`src/rtl/multicycle_control_if.sv`:
```
// Control/datapath bundle for the multicycle MIPS sequencer.
// master: the sequencer (takes IR fields, flags, MemReady; drives all controls and status).
// slave : the datapath/memory side (the reverse directions).
interface multicycle_control_if #(
    parameter int unsigned COUNT_WIDTH = 32
);
    logic [5:0]             OP;
    logic [5:0]             Funct;
    logic                   Zero;
    logic                   MemReady;
    logic                   IorD;
    logic                   MemRead;
    logic                   MemWrite;
    logic                   IRWrite;
    logic                   PCWrite;
    logic [1:0]             PCSource;
    logic                   ALUSrcA;
    logic [1:0]             ALUSrcB;
    logic [2:0]             ALUOp;
    logic [1:0]             RegDst;
    logic [1:0]             MemtoReg;
    logic                   RegWrite;
    logic [3:0]             State;
    logic                   InstrDone;
    logic [COUNT_WIDTH-1:0] InstrCount;
    logic [1:0]             ErrorCode;

    modport master (
        input  OP, Funct, Zero, MemReady,
        output IorD, MemRead, MemWrite, IRWrite, PCWrite, PCSource,
               ALUSrcA, ALUSrcB, ALUOp, RegDst, MemtoReg, RegWrite,
               State, InstrDone, InstrCount, ErrorCode
    );

    modport slave (
        output OP, Funct, Zero, MemReady,
        input  IorD, MemRead, MemWrite, IRWrite, PCWrite, PCSource,
               ALUSrcA, ALUSrcB, ALUOp, RegDst, MemtoReg, RegWrite,
               State, InstrDone, InstrCount, ErrorCode
    );
endinterface

```
`src/rtl/multicycle_control.sv`:
```
// Multicycle sequencer for a shared-memory MIPS datapath.
// Ports: clk, reset (sync, active-high), bus (master modport): IR fields, Zero and
// MemReady in; datapath mux selects/enables, State, InstrDone, InstrCount, ErrorCode out.
// Controls are decoded from State; only the FETCH and BRANCH write enables look at inputs.
module multicycle_control #(
    parameter int unsigned WATCHDOG_CYCLES = 255,
    parameter int unsigned COUNT_WIDTH     = 32
) (
    input  logic                 clk,
    input  logic                 reset,
    multicycle_control_if.master bus
);
    localparam int unsigned WD_W = (WATCHDOG_CYCLES < 2) ? 1 : $clog2(WATCHDOG_CYCLES);

    localparam logic [5:0] OP_R     = 6'h00;
    localparam logic [5:0] OP_J     = 6'h02;
    localparam logic [5:0] OP_JAL   = 6'h03;
    localparam logic [5:0] OP_BEQ   = 6'h04;
    localparam logic [5:0] OP_BNE   = 6'h05;
    localparam logic [5:0] OP_ADDI  = 6'h08;
    localparam logic [5:0] OP_ANDI  = 6'h0C;
    localparam logic [5:0] OP_ORI   = 6'h0D;
    localparam logic [5:0] OP_LUI   = 6'h0F;
    localparam logic [5:0] OP_LW    = 6'h23;
    localparam logic [5:0] OP_SW    = 6'h2B;
    localparam logic [5:0] FUNCT_JR = 6'h08;

    localparam logic [2:0] ALU_ADD = 3'b000;
    localparam logic [2:0] ALU_SUB = 3'b001;
    localparam logic [2:0] ALU_R   = 3'b010;
    localparam logic [2:0] ALU_OR  = 3'b011;
    localparam logic [2:0] ALU_AND = 3'b100;
    localparam logic [2:0] ALU_LUI = 3'b101;

    localparam logic [1:0] ERR_ILLEGAL = 2'd1;
    localparam logic [1:0] ERR_TIMEOUT = 2'd2;

    typedef enum logic [3:0] {
        FETCH    = 4'd0,  DECODE = 4'd1,  MEM_ADDR = 4'd2,  MEM_RD = 4'd3,
        MEM_WB   = 4'd4,  MEM_WR = 4'd5,  EXEC_R   = 4'd6,  R_WB   = 4'd7,
        BRANCH   = 4'd8,  EXEC_I = 4'd9,  I_WB     = 4'd10, JUMP   = 4'd11,
        JAL      = 4'd12, JR     = 4'd13, HALT     = 4'd14
    } state_t;

    state_t                 state, state_next;
    logic [WD_W-1:0]        wd, wd_next;
    logic [1:0]             err, err_next;
    logic [COUNT_WIDTH-1:0] count;

    logic       iord, mem_read, mem_write, ir_write, pc_write, reg_write, done;
    logic       alu_src_a, mem_wait, wd_limit;
    logic [1:0] pc_source, alu_src_b, reg_dst, mem_to_reg;
    logic [2:0] alu_op;

    // Watchdog fires on the last allowed wait cycle; a WATCHDOG_CYCLES of 0 disables it.
    assign wd_limit = (WATCHDOG_CYCLES != 0) && (wd == WD_W'(WATCHDOG_CYCLES - 1));

    // State, watchdog, sticky error and retired-instruction counter.
    always_ff @(posedge clk) begin
        if (reset) begin
            state <= FETCH;
            wd    <= '0;
            err   <= '0;
            count <= '0;
        end else begin
            state <= state_next;
            wd    <= wd_next;
            err   <= err_next;
            if (done) count <= count + COUNT_WIDTH'(1);
        end
    end

    // Next state and control decode.
    always_comb begin
        state_next = state;
        err_next   = err;
        wd_next    = wd;
        iord       = 1'b0;
        mem_read   = 1'b0;
        mem_write  = 1'b0;
        ir_write   = 1'b0;
        pc_write   = 1'b0;
        reg_write  = 1'b0;
        done       = 1'b0;
        alu_src_a  = 1'b0;
        alu_src_b  = 2'd0;
        alu_op     = ALU_ADD;
        pc_source  = 2'd0;
        reg_dst    = 2'd0;
        mem_to_reg = 2'd0;
        mem_wait   = 1'b0;

        case (state)
            FETCH: begin
                mem_read  = 1'b1;
                alu_src_b = 2'd1;
                ir_write  = bus.MemReady;
                pc_write  = bus.MemReady;
                mem_wait  = 1'b1;
                if (bus.MemReady) state_next = DECODE;
            end
            DECODE: begin
                alu_src_b = 2'd3;
                case (bus.OP)
                    OP_R:                           state_next = (bus.Funct == FUNCT_JR) ? JR : EXEC_R;
                    OP_LW, OP_SW:                   state_next = MEM_ADDR;
                    OP_BEQ, OP_BNE:                 state_next = BRANCH;
                    OP_ADDI, OP_ANDI, OP_ORI, OP_LUI: state_next = EXEC_I;
                    OP_J:                           state_next = JUMP;
                    OP_JAL:                         state_next = JAL;
                    default: begin
                        state_next = HALT;
                        err_next   = ERR_ILLEGAL;
                    end
                endcase
            end
            MEM_ADDR: begin
                alu_src_a  = 1'b1;
                alu_src_b  = 2'd2;
                state_next = (bus.OP == OP_LW) ? MEM_RD : MEM_WR;
            end
            MEM_RD: begin
                mem_read = 1'b1;
                iord     = 1'b1;
                mem_wait = 1'b1;
                if (bus.MemReady) state_next = MEM_WB;
            end
            MEM_WB: begin
                mem_to_reg = 2'd1;
                reg_write  = 1'b1;
                done       = 1'b1;
                state_next = FETCH;
            end
            MEM_WR: begin
                mem_write = 1'b1;
                iord      = 1'b1;
                mem_wait  = 1'b1;
                if (bus.MemReady) begin
                    done       = 1'b1;
                    state_next = FETCH;
                end
            end
            EXEC_R: begin
                alu_src_a  = 1'b1;
                alu_op     = ALU_R;
                state_next = R_WB;
            end
            R_WB: begin
                reg_dst    = 2'd1;
                reg_write  = 1'b1;
                done       = 1'b1;
                state_next = FETCH;
            end
            BRANCH: begin
                alu_src_a  = 1'b1;
                alu_op     = ALU_SUB;
                pc_source  = 2'd1;
                pc_write   = ((bus.OP == OP_BEQ) && bus.Zero) || ((bus.OP == OP_BNE) && !bus.Zero);
                done       = 1'b1;
                state_next = FETCH;
            end
            EXEC_I: begin
                alu_src_a = 1'b1;
                alu_src_b = 2'd2;
                case (bus.OP)
                    OP_ANDI: alu_op = ALU_AND;
                    OP_ORI:  alu_op = ALU_OR;
                    OP_LUI:  alu_op = ALU_LUI;
                    default: alu_op = ALU_ADD;
                endcase
                state_next = I_WB;
            end
            I_WB: begin
                reg_write  = 1'b1;
                done       = 1'b1;
                state_next = FETCH;
            end
            JUMP: begin
                pc_source  = 2'd2;
                pc_write   = 1'b1;
                done       = 1'b1;
                state_next = FETCH;
            end
            JAL: begin
                pc_source  = 2'd2;
                pc_write   = 1'b1;
                reg_dst    = 2'd2;
                mem_to_reg = 2'd2;
                reg_write  = 1'b1;
                done       = 1'b1;
                state_next = FETCH;
            end
            JR: begin
                pc_source  = 2'd3;
                pc_write   = 1'b1;
                done       = 1'b1;
                state_next = FETCH;
            end
            HALT: begin
                state_next = HALT;
            end
            default: state_next = FETCH;
        endcase

        // Memory timeout: no ready by the limit cycle means halt; ready at the limit still wins.
        if (mem_wait && !bus.MemReady && wd_limit) begin
            state_next = HALT;
            err_next   = ERR_TIMEOUT;
        end

        if (state_next != state)             wd_next = '0;
        else if (mem_wait && !bus.MemReady)  wd_next = wd + WD_W'(1);

        // Reset abandons the current instruction without any architectural write.
        if (reset) begin
            pc_write  = 1'b0;
            ir_write  = 1'b0;
            reg_write = 1'b0;
            mem_write = 1'b0;
            mem_read  = 1'b0;
            done      = 1'b0;
        end
    end

    assign bus.IorD       = iord;
    assign bus.MemRead    = mem_read;
    assign bus.MemWrite   = mem_write;
    assign bus.IRWrite    = ir_write;
    assign bus.PCWrite    = pc_write;
    assign bus.PCSource   = pc_source;
    assign bus.ALUSrcA    = alu_src_a;
    assign bus.ALUSrcB    = alu_src_b;
    assign bus.ALUOp      = alu_op;
    assign bus.RegDst     = reg_dst;
    assign bus.MemtoReg   = mem_to_reg;
    assign bus.RegWrite   = reg_write;
    assign bus.State      = state;
    assign bus.InstrDone  = done;
    assign bus.InstrCount = count;
    assign bus.ErrorCode  = err;
endmodule

```
`src/flat_wrapper.sv`:
```
// flat-port wrapper written by rule: the top's interface ports become plain ports
module multicycle_control_flat 
#(
    parameter int unsigned WATCHDOG_CYCLES = 255,
    parameter int unsigned COUNT_WIDTH     = 32
)
  (clk, reset, bus_OP, bus_Funct, bus_Zero, bus_MemReady, bus_IorD, bus_MemRead, bus_MemWrite, bus_IRWrite, bus_PCWrite, bus_PCSource, bus_ALUSrcA, bus_ALUSrcB, bus_ALUOp, bus_RegDst, bus_MemtoReg, bus_RegWrite, bus_State, bus_InstrDone, bus_InstrCount, bus_ErrorCode);
  multicycle_control_if #(.COUNT_WIDTH(COUNT_WIDTH)) bus_i ();
  input  logic clk;
  input  logic reset;
  input wire logic [$bits(bus_i.OP)-1:0] bus_OP;
  input wire logic [$bits(bus_i.Funct)-1:0] bus_Funct;
  input wire logic [$bits(bus_i.Zero)-1:0] bus_Zero;
  input wire logic [$bits(bus_i.MemReady)-1:0] bus_MemReady;
  output wire logic [$bits(bus_i.IorD)-1:0] bus_IorD;
  output wire logic [$bits(bus_i.MemRead)-1:0] bus_MemRead;
  output wire logic [$bits(bus_i.MemWrite)-1:0] bus_MemWrite;
  output wire logic [$bits(bus_i.IRWrite)-1:0] bus_IRWrite;
  output wire logic [$bits(bus_i.PCWrite)-1:0] bus_PCWrite;
  output wire logic [$bits(bus_i.PCSource)-1:0] bus_PCSource;
  output wire logic [$bits(bus_i.ALUSrcA)-1:0] bus_ALUSrcA;
  output wire logic [$bits(bus_i.ALUSrcB)-1:0] bus_ALUSrcB;
  output wire logic [$bits(bus_i.ALUOp)-1:0] bus_ALUOp;
  output wire logic [$bits(bus_i.RegDst)-1:0] bus_RegDst;
  output wire logic [$bits(bus_i.MemtoReg)-1:0] bus_MemtoReg;
  output wire logic [$bits(bus_i.RegWrite)-1:0] bus_RegWrite;
  output wire logic [$bits(bus_i.State)-1:0] bus_State;
  output wire logic [$bits(bus_i.InstrDone)-1:0] bus_InstrDone;
  output wire logic [$bits(bus_i.InstrCount)-1:0] bus_InstrCount;
  output wire logic [$bits(bus_i.ErrorCode)-1:0] bus_ErrorCode;
  assign bus_i.OP = bus_OP;
  assign bus_i.Funct = bus_Funct;
  assign bus_i.Zero = bus_Zero;
  assign bus_i.MemReady = bus_MemReady;
  assign bus_IorD = bus_i.IorD;
  assign bus_MemRead = bus_i.MemRead;
  assign bus_MemWrite = bus_i.MemWrite;
  assign bus_IRWrite = bus_i.IRWrite;
  assign bus_PCWrite = bus_i.PCWrite;
  assign bus_PCSource = bus_i.PCSource;
  assign bus_ALUSrcA = bus_i.ALUSrcA;
  assign bus_ALUSrcB = bus_i.ALUSrcB;
  assign bus_ALUOp = bus_i.ALUOp;
  assign bus_RegDst = bus_i.RegDst;
  assign bus_MemtoReg = bus_i.MemtoReg;
  assign bus_RegWrite = bus_i.RegWrite;
  assign bus_State = bus_i.State;
  assign bus_InstrDone = bus_i.InstrDone;
  assign bus_InstrCount = bus_i.InstrCount;
  assign bus_ErrorCode = bus_i.ErrorCode;
  multicycle_control #(.WATCHDOG_CYCLES(WATCHDOG_CYCLES), .COUNT_WIDTH(COUNT_WIDTH)) u_core (.clk(clk), .reset(reset), .bus(bus_i));
endmodule
```
`config.mk`:
```
export PLATFORM = sky130hd
export DESIGN_NAME = multicycle_control_flat
export DESIGN_NICKNAME = d
export VERILOG_FILES = /design/src/rtl/multicycle_control_if.sv /design/src/rtl/multicycle_control.sv /design/src/flat_wrapper.sv
export SDC_FILE = /design/constraint.sdc
export NUM_CORES = 1
export LEC_CHECK = 0
export CAP_MARGIN = 20
export CORE_MARGIN = 2
export CORE_UTILIZATION = 35
export DETAILED_ROUTE_END_ITERATION = 7
export PLACE_DENSITY_LB_ADDON = 0.15
export SYNTH_ARGS = -nofsm -noshare
export SYNTH_HDL_FRONTEND = slang
export SYNTH_SLANG_ARGS = --single-unit
```
`constraint.sdc`:
```
create_clock -name clk -period 3.5 [get_ports clk]
set_input_delay 1.05 -clock clk [delete_from_list [all_inputs] [get_ports clk]]
set_output_delay 1.05 -clock clk [all_outputs]
set_load 0.02 [all_outputs]
```
## Word level (Yosys, flattened, before mapping)

Index checks and enable logic that the tools add are counted.

| operators by class | value |
|---|---|
| bitwise gates (word level) | 1 |
| equal/unequal tests | 28 |
| div/mod/pow operators | 0 |
| $lt $le $gt $ge | 0 |
| reduce and logical (&&, ||, !) cells | 27 |
| $mul | 0 |
| muxes and demuxes | 33 |
| shifts and indexed selects | 0 |
| add/sub/neg operators | 2 |

Operators by type and width:

| kind | number |
|---|---|
| $add A32 B1 Y32 const B | 1 |
| $pmux W4 S8 | 1 |
| $eq A6 B4 Y1 const B | 5 |
| $eq A4 B4 Y1 const B | 7 |
| $pmux W4 S6 | 1 |
| $mux W4 | 5 |
| $pmux W3 S3 | 2 |
| $eq A4 B3 Y1 const B | 4 |
| $reduce_or A2 Y1 | 8 |
| $mux W1 | 14 |
| $eq A6 B2 Y1 const B | 2 |
| $eq A6 B3 Y1 const B | 2 |
| $eq A6 B6 Y1 const B | 2 |
| $pmux W2 S3 | 2 |
| $reduce_or A4 Y1 | 3 |
| $reduce_or A11 Y1 | 1 |
| $add A8 B1 Y8 const B | 1 |
| $eq A4 B2 Y1 const B | 2 |
| $eq A8 B8 Y1 const B | 1 |
| $pmux W2 S2 | 2 |
| $reduce_or A7 Y1 | 1 |
| $logic_not A6 Y1 | 1 |
| $mux W2 | 3 |
| $reduce_or A3 Y1 | 2 |
| other kinds (13) | 18 |

| word-level totals | value |
|---|---|
| bits of input ports | 16 |
| logic and storage cells | 96 |
| memories kept | 0 |
| bits in registers | 46 |
| memory bits (writable) | 0 |
| ROM bits | 0 |
| bits in latches | 0 |

## Longest topological paths before layout

Gate-level depths: netlist (run 1).

| logic depth | value |
|---|---|
| word-level depth | 8 |
| gate-level depth with buffers | 9 |
| gate-level depth less buffers | 7 |

## Worst setup path before layout (run 1)

No wires, ideal clock.

| timing | value |
|---|---|
| path type | in2out |
| from | in bus_OP[5] |
| to | out bus_ALUOp[1] |
| cell stages on the path | 4 |
| arrival | 2.059 ns |
| slack | 0.391 ns |
| required time | 2.450 ns |
| path through | nor2_1 > nand2_1 > or4_1 > o21ai_0 |

| between the ends | value |
|---|---|
| cells in the longest elaborated chain, start to end | 3 |
| elaborated cells between the ends (all ways) | 5 |

Ends and longest elaborated chain:

| element | line | source |
|---|---|---|
| start, declared | flat_wrapper.sv:11 | `input wire logic [$bits(bus_i.OP)-1:0] bus_OP;` |
| $eq A6 B4 Y1 | multicycle_control.sv:165 | `case (bus.OP)` |
| $pmux W3 S3 * | multicycle_control.sv:165 |  |
| $pmux W3 S3 * | multicycle_control.sv:93 | `case (state)` |
| end, declared | flat_wrapper.sv:23 | `output wire logic [$bits(bus_i.ALUOp)-1:0] bus_ALUOp;` |

Mark *: on every way between the ends. The rest lies on a longest branch, timed or not.

## Worst setup path after layout (run 1)

| timing | value |
|---|---|
| from | in bus_MemReady |
| to | out bus_InstrDone |

| between the ends | value |
|---|---|
| cells in the longest elaborated chain, start to end | 3 |

Ends and longest elaborated chain:

| element | line | source |
|---|---|---|
| start, declared | flat_wrapper.sv:14 | `input wire logic [$bits(bus_i.MemReady)-1:0] bus_MemReady;` |
| $mux W1 | multicycle_control.sv:138 | `if (bus.MemReady) begin` |
| $pmux W1 S2 | multicycle_control.sv:93 |  |
| $mux W1 | multicycle_control.sv:215 | `if (reset) begin` |
| end, declared | flat_wrapper.sv:28 | `output wire logic [$bits(bus_i.InstrDone)-1:0] bus_InstrDone;` |

Every way passes these cells.

==> run_summary.xml, run 1 <==
<?xml version="1.0" encoding="UTF-8"?>
<metrics>
  <group name="clocking">
    <metric name="cts_made_buffers" unit="">5</metric>
    <metric name="cts.sink_count" unit="">46</metric>
    <metric name="cts_tree" unit="">yes</metric>
    <metric name="postCtsSetupRepairBufs" unit="">0</metric>
    <metric name="clock_insertion_delay_worst_skew" unit="ns">0.30</metric>
    <metric name="clkTransAtPathRegs" unit="ns">0.08</metric>
    <metric name="clk_path_buf_depth" unit="">2</metric>
    <metric name="cts.htree.levels" unit="">2</metric>
    <metric name="clock-root-buffer" unit="">sky130_fd_sc_hd__clkbuf_8</metric>
    <metric name="post_cts_hold_buffer_count" unit="">0</metric>
  </group>
  <group name="power_and_ir_drop">
    <metric name="net_switching_fraction_of_the_power" unit="">0.3587</metric>
    <metric name="leakage" unit="nW">1.492</metric>
    <metric name="seq_power_share" unit="">0.390</metric>
    <metric name="comb_power_share" unit="">0.393</metric>
    <metric name="p_int" unit="mW">0.9525</metric>
    <metric name="design_power_total" unit="mW">1.485</metric>
    <metric name="net-switching-power" unit="mW">0.5328</metric>
    <metric name="p_per_area" unit="mW/mm^2">385.6</metric>
    <metric name="vdd_ir_drop_max" unit="mV">0.1871</metric>
    <metric name="power.clock.fraction" unit="">0.217</metric>
  </group>
  <group name="worst_setup_path">
    <metric name="worst_ep_required_time" unit="ns">2.45</metric>
    <metric name="crit_path_top_delay_cell" unit="">sky130_fd_sc_hd__clkdlybuf4s50_1</metric>
    <metric name="timing.critical_path.cells" unit="">clkdlybuf4s50_1, o21ai_1, nand2_1, and3_1, and2_1, clkdlybuf4s15_1</metric>
    <metric name="cp.arrival" unit="ns">2.36</metric>
    <metric name="kind_of_start_point_of_the_critical_path" unit="">input port</metric>
    <metric name="crit_path_end_kind" unit="">primary output</metric>
    <metric name="slowest_stage_delay_on_critical_path" unit="ns">0.50</metric>
    <metric name="critical_path_class" unit="">in2out</metric>
    <metric name="crit_path_max_fanout" unit="">3</metric>
  </group>
  <group name="drt">
    <metric name="vias" unit="">2696</metric>
    <metric name="drt_iter0_drc" unit="">82</metric>
    <metric name="detail_route.drc_violations" unit="">0</metric>
    <metric name="ant_nets" unit="">0</metric>
    <metric name="drt-wirelength-per-cell" unit="um">12.83</metric>
    <metric name="totalWireLength" unit="um">6955</metric>
    <metric name="detail_route.first_pass.iterations" unit="">4</metric>
    <metric name="number_of_vias_per_cell_after_detailed_routing" unit="">4.974</metric>
  </group>
  <group name="global_routing">
    <metric name="grt-ovfl-total" unit="">0</metric>
    <metric name="grt_antenna_before_repair" unit="">0</metric>
    <metric name="grt_first_pass_wirelength" unit="um">11940</metric>
    <metric name="maximum_number_of_pins_on_one_net_before_global_route_repair" unit="">25</metric>
    <metric name="grtUsageTotal" unit="">0.1670</metric>
    <metric name="grt_pass1_vias" unit="">2626</metric>
  </group>
  <group name="finish">
    <metric name="final_layout_size_suffix_gt1_frac" unit="">0.1500</metric>
    <metric name="syn_to_final_growth" unit="%">39.38</metric>
    <metric name="fillers" unit="">790</metric>
    <metric name="nets" unit="">458</metric>
    <metric name="n_antenna_cell" unit="">0</metric>
    <metric name="finalInstanceArea" unit="mm^2">0.003852</metric>
    <metric name="finalCoreUtilization" unit="">0.5011</metric>
  </group>
  <group name="place">
    <metric name="buffer_ports.inserted" unit="">72</metric>
    <metric name="place_congestion" unit="">0.8083</metric>
    <metric name="place_area" unit="mm^2">0.003770</metric>
    <metric name="dp.final_hpwl" unit="um">5374</metric>
  </group>
  <group name="sta">
    <metric name="rsz_0062_raised_after_global_routing" unit="">false</metric>
    <metric name="fmax" unit="MHz">293.5</metric>
    <metric name="relSlewSlack" unit="">0.6335</metric>
    <metric name="setup_tns" unit="ns">0</metric>
    <metric name="fin_hold_viols" unit="">0</metric>
    <metric name="max_slew.worst_pin.slew" unit="ns">0.5489</metric>
    <metric name="final.hold.worst_slack" unit="ns">0.4603</metric>
    <metric name="final_min_period_over_clock_period" unit="">0.9733</metric>
    <metric name="clock_skews" unit="ns">0.007671</metric>
    <metric name="report.final.setup_viol" unit="">0</metric>
    <metric name="fin_crit" unit="ns">3.407</metric>
    <metric name="timing_max_transition_violations_final" unit="">0</metric>
  </group>
  <group name="synth">
    <metric name="yosys_most_used_dff" unit="">sky130_fd_sc_hd__dfxtp_1</metric>
    <metric name="yosysWarnings" unit="">0</metric>
    <metric name="synthesis.nets" unit="">365</metric>
    <metric name="synth.largest_area_cell" unit="">sky130_fd_sc_hd__dfxtp_1</metric>
    <metric name="syn_inst" unit="">346</metric>
    <metric name="synth_seq_cells" unit="">46</metric>
    <metric name="synthDominantCellAreaShare" unit="">0.3332</metric>
    <metric name="synth.avg_cell_area" unit="um^2">7.988</metric>
    <metric name="yosysUniqueCellTypes" unit="">60</metric>
    <metric name="netlist_top_cells_area" unit="">sky130_fd_sc_hd__dfxtp_1 33%, sky130_fd_sc_hd__xor2_1 10%, sky130_fd_sc_hd__nor2_1 6.2%</metric>
    <metric name="seq_area_frac_synth" unit="">0.3332</metric>
    <metric name="synth_enable_flop_cells" unit="">0</metric>
    <metric name="async_set_or_reset_flop_fraction_in_the_synthesized_netlist" unit="">0</metric>
    <metric name="mappedNetlistArea" unit="mm^2">0.002764</metric>
  </group>
  <group name="floorplan">
    <metric name="dieWidth" unit="um">92.87</metric>
    <metric name="height_of_the_die" unit="um">92.87</metric>
    <metric name="core_region_area" unit="mm^2">0.007687</metric>
    <metric name="io_pins" unit="">73</metric>
    <metric name="initial_utilization" unit="">0.3595</metric>
    <metric name="std_cell_rows" unit="">32</metric>
    <metric name="floorplan.die_area" unit="mm^2">0.008624</metric>
  </group>
  <group name="min_path">
    <metric name="hold_path_class" unit="">reg2reg</metric>
  </group>
  <group name="run_status">
    <metric name="run_status" unit="">finished clean</metric>
  </group>
  <group name="run">
    <metric name="cap_violations" unit="">0</metric>
  </group>
</metrics>
==> sequential cells by signal (all words and copies together) (netlist names) <==
register,flops
u_core.bus.InstrCount,32
u_core.bus.State,4
u_core.wd,8
u_core.bus.ErrorCode,2
==> layout make-up <==
type                            instances  area (um^2)  share of cell area
Timing Repair Buffer                  106        960.9              0.2494
Clock buffer                            5        68.82             0.01786
Clock inverter                          3        21.27            0.005521
Inverter                                7        26.28            0.006820
Tap cell                              102        127.6             0.03313
Multi-Input combinational cell        273         1727              0.4482
Sequential cell                        46        920.9              0.2390
==> critical path: cells and delay by family <==
| kind | cells | cell delay, ns |
|---|---|---|
| AND/OR/NAND/NOR | 3 | 0.43 |
| buffers and inverters | 2 | 0.80 |
| AO/OA/AOI/OAI | 1 | 0.08 |
==> cell usage after synthesis (all sizes together) (2+ instances only) <==
| cell type | count |
|---|---|
| a2111oi | 2 |
| a21oi | 15 |
| and2 | 3 |
| and3 | 8 |
| and4 | 5 |
| buf | 9 |
| clkbuf | 11 |
| dfxtp | 46 |
| ha | 3 |
| inv | 6 |
| mux2i | 3 |
| nand2 | 38 |
| nand2b | 5 |
| nand3 | 9 |
| nand4 | 15 |
| nor2 | 49 |
| nor2b | 7 |
| nor3 | 21 |
| nor4 | 4 |
| nor4b | 2 |
| o21a | 2 |
| o21ai | 13 |
| or2 | 3 |
| or3 | 6 |
| xnor2 | 8 |
| xor2 | 32 |
==> power groups by stage <==
| stage | Combinational [mW] | Sequential, mW | Clock, mW |
|---|---|---|---|
| global route | 0.637 | 0.584 | 0.358 |
| floorplan | 0.357 | 0.589 | 0 |
| global placement | 0.591 | 0.589 | 0 |
| finish | 0.584 | 0.579 | 0.323 |
| detailed placement | 0.592 | 0.591 | 0 |
| CTS | 0.587 | 0.578 | 0.336 |
==> stage by stage <==
step | setup slack, ns | instances
after global routing | 0.008679 | 542
after detailed placement | -0.4387 | 534
after CTS | -0.1424 | 542
after floorplan | 0.3915 | 346
after global placement | -0.4044 | 534
final | 0.09331 | 542
==> timing repair <==
item                                   4_1_cts  5_1_grt
setup endpoints to repair                    9        4
pin swaps                                    0        1
gates resized for setup                     21       14
gates cloned                                 0        0
endpoints found under the hold margin        0        0
==> cells in the final DEF (no fill, tap or decap), types with 2 or more instances in the layout <==
cell and count:
sky130_fd_sc_hd__and2_1 3, sky130_fd_sc_hd__nand2_1 36, sky130_fd_sc_hd__nand2b_1 5, sky130_fd_sc_hd__o21a_1 2, sky130_fd_sc_hd__nand3_1 9, sky130_fd_sc_hd__nor3_1 20
sky130_fd_sc_hd__mux2i_1 3, sky130_fd_sc_hd__ha_1 3, sky130_fd_sc_hd__and4_1 5, sky130_fd_sc_hd__nor2_1 45, sky130_fd_sc_hd__o21ai_0 9, sky130_fd_sc_hd__and3_1 8
sky130_fd_sc_hd__nor4_1 2, sky130_fd_sc_hd__dlymetal6s2s_1 3, sky130_fd_sc_hd__o21ai_1 4, sky130_fd_sc_hd__buf_4 35, sky130_fd_sc_hd__nor2b_1 6, sky130_fd_sc_hd__xnor2_1 7
sky130_fd_sc_hd__xor2_1 32, sky130_fd_sc_hd__nor2_2 3, sky130_fd_sc_hd__nand4_1 15, sky130_fd_sc_hd__buf_2 3, sky130_fd_sc_hd__nand2_2 2, sky130_fd_sc_hd__inv_1 6
sky130_fd_sc_hd__dlygate4sd2_1 4, sky130_fd_sc_hd__clkdlybuf4s50_1 60, sky130_fd_sc_hd__clkbuf_8 5, sky130_fd_sc_hd__a21oi_1 15, sky130_fd_sc_hd__or3_1 6, sky130_fd_sc_hd__or2_2 2
sky130_fd_sc_hd__dfxtp_1 46
==> cells by family after synthesis <==
kind of cell / after synthesis / share of synthesized area
multiplexers: 3 / 0.01087
buffers and inverters: 27 / 0.04481
AND/OR/NAND/NOR: 181 / 0.3527
flip-flops: 46 / 0.3332
adder cells (fa/ha/maj): 3 / 0.01358
XOR/XNOR: 40 / 0.1295
AO/OA/AOI/OAI: 46 / 0.1154
==> final timing paths <==
kind / startpoint / to / slack, ns / cells past startpoint
max reg2reg: u_core.bus.State[1]$_SDFF_PP0_ / u_core.wd[1]$_SDFFE_PP0P_ / 1.08 / 8
max: bus_MemReady / bus_InstrDone / 0.09 / 6
min: u_core.bus.ErrorCode[0]$_SDFFE_PP0P_ / u_core.bus.ErrorCode[0]$_SDFFE_PP0P_ / 0.46 / 2
min reg2reg: u_core.bus.ErrorCode[0]$_SDFFE_PP0P_ / u_core.bus.ErrorCode[0]$_SDFFE_PP0P_ / 0.46 / 2
==> per-layer routing <==
metal / track usage / wire length (um) / part of all wire
met5: 0 / 0 / 0
met4: 0.03799 / 50 / 0.0072
met3: 0.02604 / 188 / 0.027
met2: 0.2868 / 3349 / 0.48
met1: 0.2201 / 3367 / 0.48
No activity file was read; power rests on OpenSTA's default activity.
==> run 2, diff against run 1 <==
Settings changed: CTS_BUF_LIST from default to sky130_fd_sc_hd__clkbuf_4 sky130_fd_sc_hd__clkbuf_8.
==> results of run 2 <==
The final DEF is identical to that of run 1; final timing and power are the same.
==> RTL edit 1 (flow settings as in run 2) <==
`WATCHDOG_CYCLES` is set to 255 in 2 places; all go to 510.
--- a/src/rtl/multicycle_control.sv
+++ b/src/rtl/multicycle_control.sv
@@ -3,7 +3,7 @@
 // MemReady in; datapath mux selects/enables, State, InstrDone, InstrCount, ErrorCode out.
 // Controls are decoded from State; only the FETCH and BRANCH write enables look at inputs.
 module multicycle_control #(
-    parameter int unsigned WATCHDOG_CYCLES = 255,
+    parameter int unsigned WATCHDOG_CYCLES = 510,
     parameter int unsigned COUNT_WIDTH     = 32
 ) (
     input  logic                 clk,
--- a/src/flat_wrapper.sv
+++ b/src/flat_wrapper.sv
@@ -1,7 +1,7 @@
 // flat-port wrapper written by rule: the top's interface ports become plain ports
 module multicycle_control_flat 
 #(
-    parameter int unsigned WATCHDOG_CYCLES = 255,
+    parameter int unsigned WATCHDOG_CYCLES = 510,
     parameter int unsigned COUNT_WIDTH     = 32
 )
   (clk, reset, bus_OP, bus_Funct, bus_Zero, bus_MemReady, bus_IorD, bus_MemRead, bus_MemWrite, bus_IRWrite, bus_PCWrite, bus_PCSource, bus_ALUSrcA, bus_ALUSrcB, bus_ALUOp, bus_RegDst, bus_MemtoReg, bus_RegWrite, bus_State, bus_InstrDone, bus_InstrCount, bus_ErrorCode);
Formal check against the unedited RTL: same outputs for any inputs over 10 cycles, from zero or initial values and one cycle with reset high; that may be too few to reach the edited logic, so the function may still have changed.
==> RTL edit 1 against run 2 <==
Area after synthesis increased by 6.5%; highest routed layer unchanged; worst setup slack got worse by 0.050 ns; wire length increased by 12%; core utilization decreased by 0.89 points; sequential cell count increased by 1; critical path type unchanged; critical endpoint is now bus_ALUOp[0]; largest cell class unchanged; power increased by 8.7%; cell area increased by 4.4%; first-iteration DRC count decreased by 38%.
==> RTL edit 1: results (changes against run 2) <==
Global routing
  • Overall Global Routing Usage: 17.9% (was 16.7%)
  • Met2 Use GR: 31.5% (was 28.7%)
  • First-pass GRT wire length: 13300 um (was 11900 um)
  • Initial antenna violation count: 0 (unchanged)
  • Met3 Usage GRT: 2.43% (was 2.60%)
  • Pin count of the biggest net entering global routing: 17 (was 25)
  • Vias in the first global route: 2783 (was 2626)
  • Met1 Use GR: 23.3% (was 22.0%)

Placement
  • DP HPWL: 5890 um (was 5370 um)
  • RePlAce Congestion: 0.859 (was 0.808)
  • Placement-stage cell area: 0.00391 mm^2 (was 0.00377 mm^2)
  • Port Buf Inserts: 72 (unchanged)

Critical path
  • R2r setup slk: 1.03 ns (was 1.08 ns)
  • Critical path arrival: 2.41 ns (was 2.36 ns)
  • Critical Path Fanout Max: 3 (unchanged)
  • CP endpoint: bus_ALUOp[0] (was bus_InstrDone)
  • Worst-case reg-to-reg path depth: 7 (was 8)
  • Critical path origin: bus_OP[5] (was bus_MemReady)
  • Largest stage delay on the critical path: 0.46 ns (was 0.50 ns)
  • Reg-to-reg critical path startpoint: u_core.bus.State[2] (was u_core.bus.State[1])
  • Reg-to-reg endpoint: u_core.wd[8] (was u_core.wd[1])
  • CP max stage cell: clkdlybuf4s50_1 (unchanged)

CTS
  • H-tree Lvls: 2 (unchanged)
  • CTS Buf Count: 5 (unchanged)
  • CTS root buffer: clkbuf_8 (unchanged)
  • CTS clk-pin slew, worst paths: 0.09 ns
  • CTS Buffer Depth: 2 (unchanged)
  • Clk Latency, worst-skew pair: 0.30 ns (about the same)

Min path
  • Worst Hold Class: flop to flop (unchanged)
  • Hold path start: u_core.bus.ErrorCode[1] (was u_core.bus.ErrorCode[0])

Final layout
  • Ratio of cells with drive above 1 in the final layout: 13.7% (was 15.0%)
  • Ant diodes: 0 (unchanged)
  • Largest register FFs: 32 (unchanged)
  • Final nets: 478 (was 458)

Routing
  • Vias: 2952 (was 2696)
  • DRT Pass-1 Iters: 4 (unchanged)
  • Antenna Nets Post-Route: 0 (unchanged)
  • Drt first-iter violations: 51 (was 82)
  • DR WL/cell: 13.8 um (was 12.8 um)

STA
  • Worst-Margin Slew: 0.519 ns (was 0.549 ns)
  • Skew final: 0.00860 ns (was 0.00767 ns)

Outcome
  • Status: finished, final reports clean (unchanged)

Power and ir drop
  • Max VDD drop: 0.000187 V (about the same)
  • Leakage: 1.37 nW (was 1.49 nW)
  • Seq pwr share: 37.1% (was 39.0%)
  • Psw: 0.569 mW (was 0.533 mW)

Yosys
  • Total of warnings raised by yosys: 0 (unchanged)
  • Post-synth top cells: nor2_1, dfxtp_1, nor3_1, xnor2_1, nand2_1 (was dfxtp_1, nor2_1, nand2_1)
  • Distinct cells, synth: 58 (was 60)
  • Syn nets: 394 (was 365)
  • Top post-synthesis cells by area: dfxtp_1, xnor2_1, nor2_1 (was dfxtp_1, xor2_1, nor2_1)
  • FFs w/ async S/R, synth: 0% (unchanged)
  • Seq/Total Area, Yosys: 32.0% (was 33.3%)
  • Main synth FF type: dfxtp_1 (unchanged)
==> RTL edit 1: critical path, delay by kind of cell <==
| family | cells | cell delay, ns |
|---|---|---|
| buffers and inverters | 3 | 0.82 |
| AOI/OAI and AO/OA | 1 | 0.25 |
| and+or+nand+nor | 2 | 0.29 |
==> RTL edit 1: routing by layer <==
layer,wire length (um),up-vias
met5,0,-
met4,83,0
met3,338,9
met2,3840,73
met1,3550,1365
li1,-,1505
==> RTL edit 1: power groups by stage <==
stage | registers [mW] | logic [mW] | clock network [mW]
6_report | 0.600 | 0.586 | 0.429
3_5_place_dp | 0.613 | 0.597 | 0
3_3_place_gp | 0.613 | 0.595 | 0
2_1_floorplan | 0.611 | 0.361 | 0
5_1_grt | 0.606 | 0.645 | 0.461
4_1_cts | 0.600 | 0.589 | 0.446
==> RTL edit 1: worst min path at each step <==
stage / end / slack (ns) / cells past startpoint
final: u_core.bus.ErrorCode[1] / 0.49 / 2
after global routing: u_core.bus.ErrorCode[1] / 0.54 / 2
after CTS: u_core.bus.ErrorCode[1] / 0.50 / 2
after detailed placement: u_core.bus.ErrorCode[1] / 0.48 / 2
after global placement: u_core.bus.ErrorCode[1] / 0.47 / 2
after floorplan: u_core.wd[8] / 0.49 / 2
==> RTL edit 1: area by class of cell <==
cell class | instances | area, um^2
Clock buffer | 6 | 82.6
Clock inverter | 2 | 38.8
Fill cell | 817 | 4150
Inverter | 11 | 41.3
Multi-Input combinational cell | 291 | 1860
Sequential cell | 47 | 941
Tap cell | 105 | 131
Timing Repair Buffer | 103 | 928
==> RTL edit 1: metrics by stage <==
stage / worst slack (ns) / power, mW / cells
6_report: 0.0428 / 1.61 / 565
5_1_grt: -0.0885 / 1.71 / 565
4_1_cts: 0.0236 / 1.64 / 565
3_5_place_dp: -0.445 / 1.21 / 557
3_3_place_gp: -0.469 / 1.21 / 557
2_1_floorplan: 0.234 / 0.972 / 375
==> RTL edit 1: what timing repair did <==
item,4_1_cts,5_1_grt
buffers inserted,0,0
setup endpoints to repair,9,4
pin swaps,1,1
resized for setup,24,3
==> RTL edit 1: cells by family after synthesis <==
group           Yosys count  synth area share [%]
compound gates           59                  13.6
xor+xnor                 36                  11.0
fa+ha+maj                 3                  1.28
buf+inv                  37                  5.44
flops                    47                  32.0
mux                       3                  1.02
simple gates            190                  35.7
==> RTL edit 2 (settings of run 2) <==
Without the edit above. Make the reset (`reset`) asynchronous in one clocked block.
--- a/src/rtl/multicycle_control.sv
+++ b/src/rtl/multicycle_control.sv
@@ -56,7 +56,7 @@
     assign wd_limit = (WATCHDOG_CYCLES != 0) && (wd == WD_W'(WATCHDOG_CYCLES - 1));
 
     // State, watchdog, sticky error and retired-instruction counter.
-    always_ff @(posedge clk) begin
+    always_ff @(posedge clk or posedge reset) begin
         if (reset) begin
             state <= FETCH;
             wd    <= '0;
Behaviour: differs if reset is asserted again (counterexample within 4 cycles, from zero or initial values and one cycle with reset high); with reset held inactive, the same outputs for 10 cycles.
==> RTL edit 2 against run 2 <==
Power up 44%; worst setup slack worse by 0.0084 ns; critical path depth is the same; count of clock-buffer cells in the layout is 2 higher; sequential share of layout area increased by 6.2 points; sequential cell count did not move; worst hold slack better by 0.0097 ns; non-clock buffer count shrank 8; register-to-register slack is essentially flat; area after synthesis is 1.5% higher; wire length decreased by 2.5%; cell area shrank 0.58%.
==> RTL edit 2: results (changes against run 2) <==
CTS
  • H-tree Lvls: 2 (unchanged)
  • CTS Buffer Depth: 2 (unchanged)
  • CTS root buffer: clkbuf_8 (unchanged)
  • CTS clk-pin slew, worst paths: 0.09 ns
  • Clk Latency, worst-skew pair: 0.29 ns
  • CTS Buf Count: 5 (unchanged)

Global routing
  • First-pass GRT wire length: 11600 um (was 11900 um)
  • Overall Global Routing Usage: 16.5% (was 16.7%)
  • Initial antenna violation count: 0 (unchanged)
  • Vias in the first global route: 2379 (was 2626)
  • Pin count of the biggest net entering global routing: 47 (was 25)

Power and ir drop
  • Leakage: 1.65 nW (was 1.49 nW)
  • Max VDD drop: 0.000195 V (was 0.000187 V)
  • Psw: 0.887 mW (was 0.533 mW)

Critical path
  • Reg-to-reg critical path startpoint: u_core.bus.State[2] (was u_core.bus.State[1])
  • Critical path arrival: 2.37 ns
  • R2r setup slk: 1.08 ns (about the same)
  • Reg-to-reg endpoint: u_core.wd[6] (was u_core.wd[1])
  • Critical Path Fanout Max: 11 (was 3)
  • Critical path origin: bus_OP[1] (was bus_MemReady)
  • Worst-case reg-to-reg path depth: 7 (was 8)

Placement
  • Dpl cells: 483 (was 534)
  • RePlAce Congestion: 0.830 (was 0.808)
  • DP HPWL: 4910 um (was 5370 um)
  • Port Buf Inserts: 72 (unchanged)

Yosys
  • FFs w/ async S/R, synth: 100% (was 0%)
  • Distinct cells, synth: 55 (was 60)
  • Total of warnings raised by yosys: 0 (unchanged)
  • Seq/Total Area, Yosys: 41.0% (was 33.3%)
  • Main synth FF type: dfrtp_1 (was dfxtp_1)
  • Top post-synthesis cells by area: dfrtp_1, xnor2_1, xor2_1 (was dfxtp_1, xor2_1, nor2_1)
  • Post-synth top cells: dfrtp_1, xnor2_1, nor2_1 (was dfxtp_1, nor2_1, nand2_1)
  • Mapped Cells: 300 (was 346)
  • Syn nets: 319 (was 365)

Final layout
  • Ant diodes: 0 (unchanged)
  • Final nets: 408 (was 458)
  • Layout area overhead: 36.5% (was 39.4%)
  • Largest register FFs: 32 (unchanged)
  • Final std cells w/o fill: 492 (was 542)
  • Ratio of cells with drive above 1 in the final layout: 13.8% (was 15.0%)

Routing
  • Drt first-iter violations: 60 (was 82)
  • Via/cell ratio: 4.99 (was 4.97)
  • DR WL/cell: 13.8 um (was 12.8 um)
  • DRT Pass-1 Iters: 4 (unchanged)

Min path
  • WHS Path Cells: 1 (was 2)
  • WHS Endpoint: u_core.bus.InstrCount[31] (was u_core.bus.ErrorCode[0])
  • Worst Hold Class: flop to flop (unchanged)
  • Hold path start: u_core.bus.InstrCount[31] (was u_core.bus.ErrorCode[0])

Outcome
  • Status: finished, final reports clean (unchanged)

STA
  • Skew final: 0.00516 ns (was 0.00767 ns)
  • Worst-Margin Slew: 0.606 ns (was 0.549 ns)
  • Hold slack: 0.470 ns (was 0.460 ns)
[RTL edit 2: changes by cell type in the layout (fill, tap and decap cells not counted), sizes merged, moves of 15 or more]
| cell | delta |
|---|---|
| dfrtp | +46 |
| dfxtp | -46 |
| nand2 | -15 |
| nor2 | -25 |
| xnor2 | +21 |
| xor2 | -19 |
[RTL edit 2: per-layer routing]
| layer | routed length (um) | GRT usage [%] | vias to the layer above |
|---|---|---|---|
| met2 | 3170 | 26.4 | 49 |
| met3 | 314 | 3.06 | 2 |
| met4 | 30 | 4.47 | 0 |
| li1 | - | - | 1246 |
| met1 | 3270 | 22.8 | 1156 |
| met5 | 0 | 0 | - |
[RTL edit 2: power groups by stage]
stage                     combinational, mW  sequential (mW)  clock, mW
after floorplan                       0.692            0.704          0
after global routing                   1.24            0.645      0.406
after detailed placement               1.16            0.647          0
final                                  1.14            0.638      0.363
after CTS                              1.15            0.638      0.380
after global placement                 1.15            0.646          0
[RTL edit 2: worst max-delay path by stage]
stage | end | slack, ns | cells past startpoint
finish | bus_ALUOp[2] | 0.08 | 6
detailed placement | bus_ALUOp[1] | -0.48 | 5
global route | bus_ALUSrcB[1] | 0.0007 | 6
floorplan | bus_PCWrite | 0.03 | 2
global placement | bus_ALUOp[1] | -0.45 | 5
CTS | bus_RegWrite | 0.002 | 5
[RTL edit 2: worst max-delay path, cell delays in order]
cell and delay (ns):
clkdlybuf4s50_1 0.48, buf_4 0.18, xnor2_1 0.15, nand2_1 0.08
nor2_1 0.09, dlygate4sd2_1 0.33
[RTL edit 2: logic make-up (layout without fill, tap and decap cells)]
logic type | after synthesis | after routing | synth area share [%]
buffers and inverters | 24 | 114 | 5.35
adders and majority gates | 3 | 3 | 1.34
muxes | 1 | 1 | 0.401
AOI/OAI and AO/OA | 41 | 41 | 11.0
DFF | 46 | 46 | 41.0
xor gates and xnor gates | 42 | 42 | 13.1
and+or+nand+nor | 143 | 143 | 27.8
[RTL edit 2: timing repair]
item                       in CTS  in global routing
resized for setup              21                  3
setup endpoints to repair       8                  4
setup buffers                   0                  1
hold buffers                    0                  0
pin swaps                       2                  1
[RTL edit 2: layout make-up]
type | instances | area (um^2)
repair buffers | 98 | 907
flip-flops and latches | 46 | 1150
fillers | 752 | 3940
multi-input cells | 230 | 1510
well taps | 102 | 128
inverters | 8 | 30.0
clock buffers | 7 | 96.3
clock inverters | 1 | 8.76
[RTL edit 2: stage by stage]
stage                     power [mW]  util [%]  setup slack, ns  area [um^2]
final                           2.14      49.3           0.0849         3830
after detailed placement        1.81      47.9           -0.485         3720
after global placement          1.79      47.9           -0.450         3720
after CTS                       2.17      49.1          0.00238         3810
after global routing            2.29      49.3         0.000711         3830
after floorplan                 1.40         -           0.0348         2810
